## src/rtl/isa_port_sched.sv

```systemverilog
// Shared DRAM read-port scheduler: data commands take strict priority, otherwise
// per-op instruction tables are fetched round-robin, one whole instruction per grant.
module isa_port_sched #(
  parameter int unsigned                  OPNUM       = 3,
  parameter int unsigned                  ADDR_WIDTH  = 16,
  parameter logic [OPNUM-1:0][31:0]       ISANUMWORD  = {32'd2, 32'd2, 32'd16},
  parameter logic [OPNUM-1:0][31:0]       ISANUM      = {32'd18, 32'd32, 32'd23},
  parameter logic [OPNUM-1:0][31:0]       ISABASEADDR = {32'd432, 32'd368, 32'd0}
) (
  input  logic                          clk,
  input  logic                          rst,
  input  logic [OPNUM-1:0]              I_IsaReq,
  input  logic                          I_CmdReq,
  input  logic                          I_CmdDone,
  input  logic                          I_Clear,
  input  logic                          I_RdRdy,
  output logic                          O_CmdGnt,
  output logic [OPNUM-1:0]              O_IsaGnt,
  output logic                          O_RdVld,
  output logic                          O_RdLast,
  output logic [ADDR_WIDTH-1:0]         O_RdAddr,
  output logic [OPNUM-1:0]              O_Exhaust,
  output logic [OPNUM*ADDR_WIDTH-1:0]   O_CntISA
);

  localparam int unsigned IW = (OPNUM > 1) ? $clog2(OPNUM) : 1;

  typedef enum logic [1:0] {S_IDLE, S_CMD, S_ISA} state_e;

  state_e                              state_q, state_d;
  logic [IW-1:0]                       sel_q, sel_d;
  logic [IW-1:0]                       rr_q, rr_d;
  logic [ADDR_WIDTH-1:0]               beat_q, beat_d;
  logic [OPNUM-1:0][ADDR_WIDTH-1:0]    ptr_q, ptr_d;
  logic [OPNUM-1:0][ADDR_WIDTH-1:0]    cnt_q, cnt_d;
  logic [OPNUM-1:0]                    exh_q, exh_d;
  logic [OPNUM-1:0]                    isa_gnt_q, isa_gnt_d;
  logic                                cmd_gnt_q, cmd_gnt_d;
  logic                                rd_vld_q, rd_vld_d;
  logic                                rd_last_q, rd_last_d;
  logic [ADDR_WIDTH-1:0]               addr_q, addr_d;

  logic [OPNUM-1:0]                    elig;
  logic                                pick_found;
  logic [IW-1:0]                       pick;
  logic [IW-1:0]                       idx;

  // Next-state and registered-output logic
  always_comb begin
    state_d    = state_q;
    sel_d      = sel_q;
    rr_d       = rr_q;
    beat_d     = beat_q;
    ptr_d      = ptr_q;
    cnt_d      = cnt_q;
    exh_d      = exh_q;
    isa_gnt_d  = isa_gnt_q;
    cmd_gnt_d  = cmd_gnt_q;
    rd_vld_d   = rd_vld_q;
    rd_last_d  = rd_last_q;
    addr_d     = addr_q;
    elig       = I_IsaReq & ~exh_q;
    pick_found = 1'b0;
    pick       = rr_q;
    idx        = rr_q;

    // Descending scan so the nearest eligible op after rr_q is written last
    for (int unsigned k = OPNUM; k >= 1; k--) begin
      idx = IW'((32'(rr_q) + k) % OPNUM);
      if (elig[idx]) begin
        pick_found = 1'b1;
        pick       = idx;
      end
    end

    case (state_q)
      S_IDLE: begin
        if (I_CmdReq) begin
          state_d   = S_CMD;
          cmd_gnt_d = 1'b1;
        end else if (pick_found) begin
          state_d         = S_ISA;
          sel_d           = pick;
          rr_d            = pick;
          beat_d          = '0;
          isa_gnt_d       = '0;
          isa_gnt_d[pick] = 1'b1;
          rd_vld_d        = 1'b1;
          addr_d          = ptr_q[pick];
          rd_last_d       = (ISANUMWORD[pick] == 32'd1);
        end
      end
      S_CMD: begin
        if (I_CmdDone) begin
          state_d   = S_IDLE;
          cmd_gnt_d = 1'b0;
        end
      end
      S_ISA: begin
        if (rd_vld_q && I_RdRdy) begin
          if (rd_last_q) begin
            state_d      = S_IDLE;
            beat_d       = '0;
            ptr_d[sel_q] = ptr_q[sel_q] + ADDR_WIDTH'(ISANUMWORD[sel_q]);
            cnt_d[sel_q] = cnt_q[sel_q] + ADDR_WIDTH'(1);
            if (cnt_q[sel_q] + ADDR_WIDTH'(1) == ADDR_WIDTH'(ISANUM[sel_q])) begin
              exh_d[sel_q] = 1'b1;
            end
            isa_gnt_d    = '0;
            rd_vld_d     = 1'b0;
            rd_last_d    = 1'b0;
          end else begin
            beat_d    = beat_q + ADDR_WIDTH'(1);
            addr_d    = addr_q + ADDR_WIDTH'(1);
            rd_last_d = (32'(beat_q) + 32'd2 == ISANUMWORD[sel_q]);
          end
        end
      end
      default: state_d = S_IDLE;
    endcase

    // Loop restart rewinds every table but keeps round-robin fairness state
    if (I_Clear) begin
      state_d   = S_IDLE;
      beat_d    = '0;
      cnt_d     = '0;
      exh_d     = '0;
      isa_gnt_d = '0;
      cmd_gnt_d = 1'b0;
      rd_vld_d  = 1'b0;
      rd_last_d = 1'b0;
      for (int i = 0; i < OPNUM; i++) begin
        ptr_d[i] = ADDR_WIDTH'(ISABASEADDR[i]);
      end
    end
  end

  always_ff @(posedge clk) begin
    if (rst) begin
      state_q   <= S_IDLE;
      sel_q     <= '0;
      rr_q      <= IW'(OPNUM - 1);
      beat_q    <= '0;
      cnt_q     <= '0;
      exh_q     <= '0;
      isa_gnt_q <= '0;
      cmd_gnt_q <= 1'b0;
      rd_vld_q  <= 1'b0;
      rd_last_q <= 1'b0;
      addr_q    <= '0;
      for (int i = 0; i < OPNUM; i++) begin
        ptr_q[i] <= ADDR_WIDTH'(ISABASEADDR[i]);
      end
    end else begin
      state_q   <= state_d;
      sel_q     <= sel_d;
      rr_q      <= rr_d;
      beat_q    <= beat_d;
      ptr_q     <= ptr_d;
      cnt_q     <= cnt_d;
      exh_q     <= exh_d;
      isa_gnt_q <= isa_gnt_d;
      cmd_gnt_q <= cmd_gnt_d;
      rd_vld_q  <= rd_vld_d;
      rd_last_q <= rd_last_d;
      addr_q    <= addr_d;
    end
  end

  assign O_CmdGnt  = cmd_gnt_q;
  assign O_IsaGnt  = isa_gnt_q;
  assign O_RdVld   = rd_vld_q;
  assign O_RdLast  = rd_last_q;
  assign O_RdAddr  = addr_q;
  assign O_Exhaust = exh_q;
  assign O_CntISA  = cnt_q;

endmodule

```

## config.mk

```make
export PLATFORM = sky130hd
export DESIGN_NAME = isa_port_sched
export DESIGN_NICKNAME = d
export VERILOG_FILES = /design/src/rtl/isa_port_sched.sv
export SDC_FILE = /design/constraint.sdc
export NUM_CORES = 1
export LEC_CHECK = 0
export BUFFER_PORTS_ARGS = -buffer_cell sky130_fd_sc_hd__buf_2
export CAP_MARGIN = 10
export CORE_MARGIN = 2
export CORE_UTILIZATION = 41
export CTS_CLUSTER_DIAMETER = 200
export DETAILED_ROUTE_END_ITERATION = 8
export PLACE_DENSITY_LB_ADDON = 0.1
export SYNTH_ARGS = -nofsm -noshare
export SYNTH_HDL_FRONTEND = slang
export SYNTH_SLANG_ARGS = --single-unit
```

## constraint.sdc

```tcl
create_clock -name clk -period 4.8 [get_ports clk]
set_input_delay 0.48 -clock clk [delete_from_list [all_inputs] [get_ports clk]]
set_output_delay 0.48 -clock clk [all_outputs]
set_load 0.02 [all_outputs]
```

==> summary.txt <==
Outcome
  – Status: completed

Synthesis
  – EDFF count, synth: 0
  – Synth top area share: 0.363
  – Top FF cell, synth: dfxtp_1
  – Ys async rst share: 0
  – Syn_nets: roughly 1,100
  – Synthesized area per cell: 7.48 µm²
  – Yosys Warn Count: 0
  – Distinct cell type count after synthesis: 65
  – Cell taking the most area after synthesis: dfxtp_1
  – Syn Inst Count: 1,047
  – Synth Cell Area: 0.00783 mm²
  – Seq cells post-synth: between 100 and 150
  – Seq/Total Area, Yosys: 0.363
  – Area contributors post-synth: dfxtp_1 (36%), nand2_1 (8.5%), a21oi_1 (8.5%)

Drt
  – Initial drt markers: 532
  – Residual DRC: 0
  – Vias after detailed routing: between 7,000 and 8,000
  – Number of routed nets with antenna violations: 0
  – DRT Pass-1 Iters: 5
  – Vias per std cell: between 5 and 6
  – WL final: about 24,000 µm
  – Routed WL per cell: roughly 18 µm

Job
  – Max cap viols: 0

Place
  – Placed Instances: approximately 1,300
  – Final GP Congestion: between 0.8 and 0.9
  – # port buffers: 81
  – DP HPWL: 16,400 µm

GRT
  – Initial antenna violation count: 0
  – First-pass GRT wire length: about 38,000 µm
  – Largest net degree at the start of global routing: 54
  – GRT Total Usage: 0.239
  – Total gr overflow: 0
  – Vias in the first global route: 6,682

Floorplan
  – Die height: 142 µm
  – Die outline width: roughly 140 µm
  – Ports: just over 80
  – FP Rows: 50
  – Initial core utilization: 0.419
  – Area of the core: ~0.019 mm²
  – DIE AREA: slightly above 0.02 mm²

Clock network
  – Hold Buf Count CTS: 0
  – Postcts setup bufs: 0
  – CTS-repair resized insts: 0
  – TritonCTS Buffers: 17
  – H-tree lvl count: 4
  – TritonCTS clock tree: yes
  – Clk_lat worst skew: around 440 ps
  – Root buf cell: clkbuf_16
  – Deepest clock path buffer count: 2
  – Clock-pin slew on the worst setup and hold paths: approximately 60 ps
  – Clk sinks: 142

Setup path
  – Crit path DAT: approximately 4000 ps
  – Crit-path most repeated cell: nand4_1
  – Crit-path max FO: 23
  – CP cell instances: buf_4 -> mux2i_1 -> o22ai_1 -> nand4_1 -> nor4_1 -> xor2_1 -> and2_1 -> nand4_1 -> o21ai_0
  – CP top delay family: simple AND/OR/NAND/NOR gates
  – Reg2reg start: sel_q[1]
  – Critical path startpoint category: flop
  – Worst r2r dst: O_Exhaust[2]
  – Critical path class: flop to flop
  – Slowest stage delay, CP: between 700 and 800 ps
  – WP buf/inv: 1
  – Worst setup EP type: flop
  – CP max stage cell: dfxtp_2
  – Flop2flop setup slack: 1100 ps
  – FF-to-FF path depth: 9
  – Worst EP required: 5150 ps

Worst hold path
  – Hold_sp: I_CmdDone
  – Worst hold path type: input pin to flop
  – Hold depth: 2
  – Worst hold endpoint: state_q[0]

Cells and area
  – Fin util: 0.479
  – Commonest cells after routing, fill and taps aside: nand2_1 (178), dfxtp_1 (140), nor2_1 (136)
  – Final Net Count: approximately 1,100
  – Area growth syn-to-layout: 14.3%
  – Layout fillers: about 1,900
  – Layout cells sized above 1: 0.140
  – Commonest non-fill, non-tap cell in the layout: nand2_1
  – Final cell count without fillers: roughly 1,300
  – Ant diodes: 0

STA
  – Fmax: 270 MHz
  – Unrepaired setup endpoints after global routing: false
  – Setup TNS: 0 ps
  – Max-slew headroom: 0.401
  – Worst-margin pin slew: between 800 and 900 ps
  – Final setup vio count: 0
  – Layout Skew: 11.4 ps
  – Fin. Hold Viols: 0
  – Final period util: 0.770
  – Tmin final: around 3700 ps
  – Fin. max-slew vios: 0

Power
  – Leakage power: 3.16 nW
  – Peak VDD IR: around 0.00027 V
  – PD cells: around 340 mW/mm²
  – Tot Pwr: roughly 0.0031 W
-- cell families (layout without fill, tap and decap cells) --
group	Yosys count	in the layout	share of synthesized area
AND/OR/NAND/NOR	460	460	0.264
AO/OA/AOI/OAI	262	262	0.201
flip-flops	142	142	0.363
buffers and inverters	82	138	0.0435
XOR/XNOR	44	44	0.0510
multiplexers	44	44	0.0574
adder cells (fa/ha/maj)	13	13	0.0206
-- through the flow --
stage / cell area, µm² / worst slack, ps / hold slack [ps]
finish: 8950 / 1100 / 261
floorplan: 7830 / 904 / 445
global placement: 8350 / 1210 / 462
global route: 8950 / 840 / 271
detailed placement: 8350 / 1190 / 449
CTS: 8950 / 1170 / 253
-- how the worst max path moves through the flow --
stage,from,to,slack [ps],cells after the start
floorplan,sel_q[0],O_RdLast,900,14
global placement,sel_q[1],O_Exhaust[2],1210,9
detailed placement,sel_q[1],O_Exhaust[2],1190,9
CTS,sel_q[1],O_Exhaust[2],1170,9
global route,sel_q[0],O_RdAddr[4],840,9
finish,sel_q[1],O_Exhaust[2],1100,9
-- area by class of cell --
class | instances | area, µm² | area share
multi-input combinational | 823 | 4650 | 0.519
sequential | 142 | 2850 | 0.318
timing repair buffer | 97 | 526 | 0.0587
clock buffer | 19 | 443 | 0.0495
tap | 234 | 293 | 0.0327
clock inverter | 13 | 164 | 0.0183
inverter | 9 | 33.8 | 0.00377
-- metal layers --
layer | wire length, µm | vias to the layer above | part of all wire | track usage
li1 | - | 3752 | - | -
met1 | 12300 | 3537 | 0.52 | 0.366
met2 | 10100 | 216 | 0.42 | 0.341
met3 | 1220 | 21 | 0.051 | 0.0444
met4 | 250 | 0 | 0.010 | 0.0605
met5 | 0 | - | 0 | 0
-- where the power goes --
group | internal [W] | switching (W) | total, W
Clock | 0.000831 | 0.000548 | 0.00138
Sequential | 0.00120 | 0.0000329 | 0.00123
Combinational | 0.000148 | 0.000312 | 0.000460
-- flip-flops by register name, summed over array words and instances (netlist names) --
signal / count
O_CntISA: 48
ptr_q: 48
O_RdAddr: 16
beat_q: 16
O_Exhaust: 3
O_IsaGnt: 3
sel_q: 2
state_q: 2
O_CmdGnt: 1
O_RdLast: 1
O_RdVld: 1
rr_q: 1
-- synthesized netlist by cell type, drive strengths merged, types with 4 or more instances --
cell type / instances
ha: 12
or2: 5
nor3: 14
xor2: 20
o21a: 4
a21oi: 135
nand3: 36
o2bb2ai: 11
inv: 9
o21ai: 39
nor4: 12
o22ai: 17
clkbuf: 56
mux2: 7
nand3b: 6
nor2b: 8
a221oi: 7
and2: 15
dfxtp: 142
nand4: 17
and3: 7
nand2: 179
a31oi: 8
xnor2: 23
nand2b: 8
o211ai: 9
a211oi: 7
mux2i: 37
or3: 5
nor2: 137
buf: 17
Note: power is estimated with default switching activity, not from simulation.
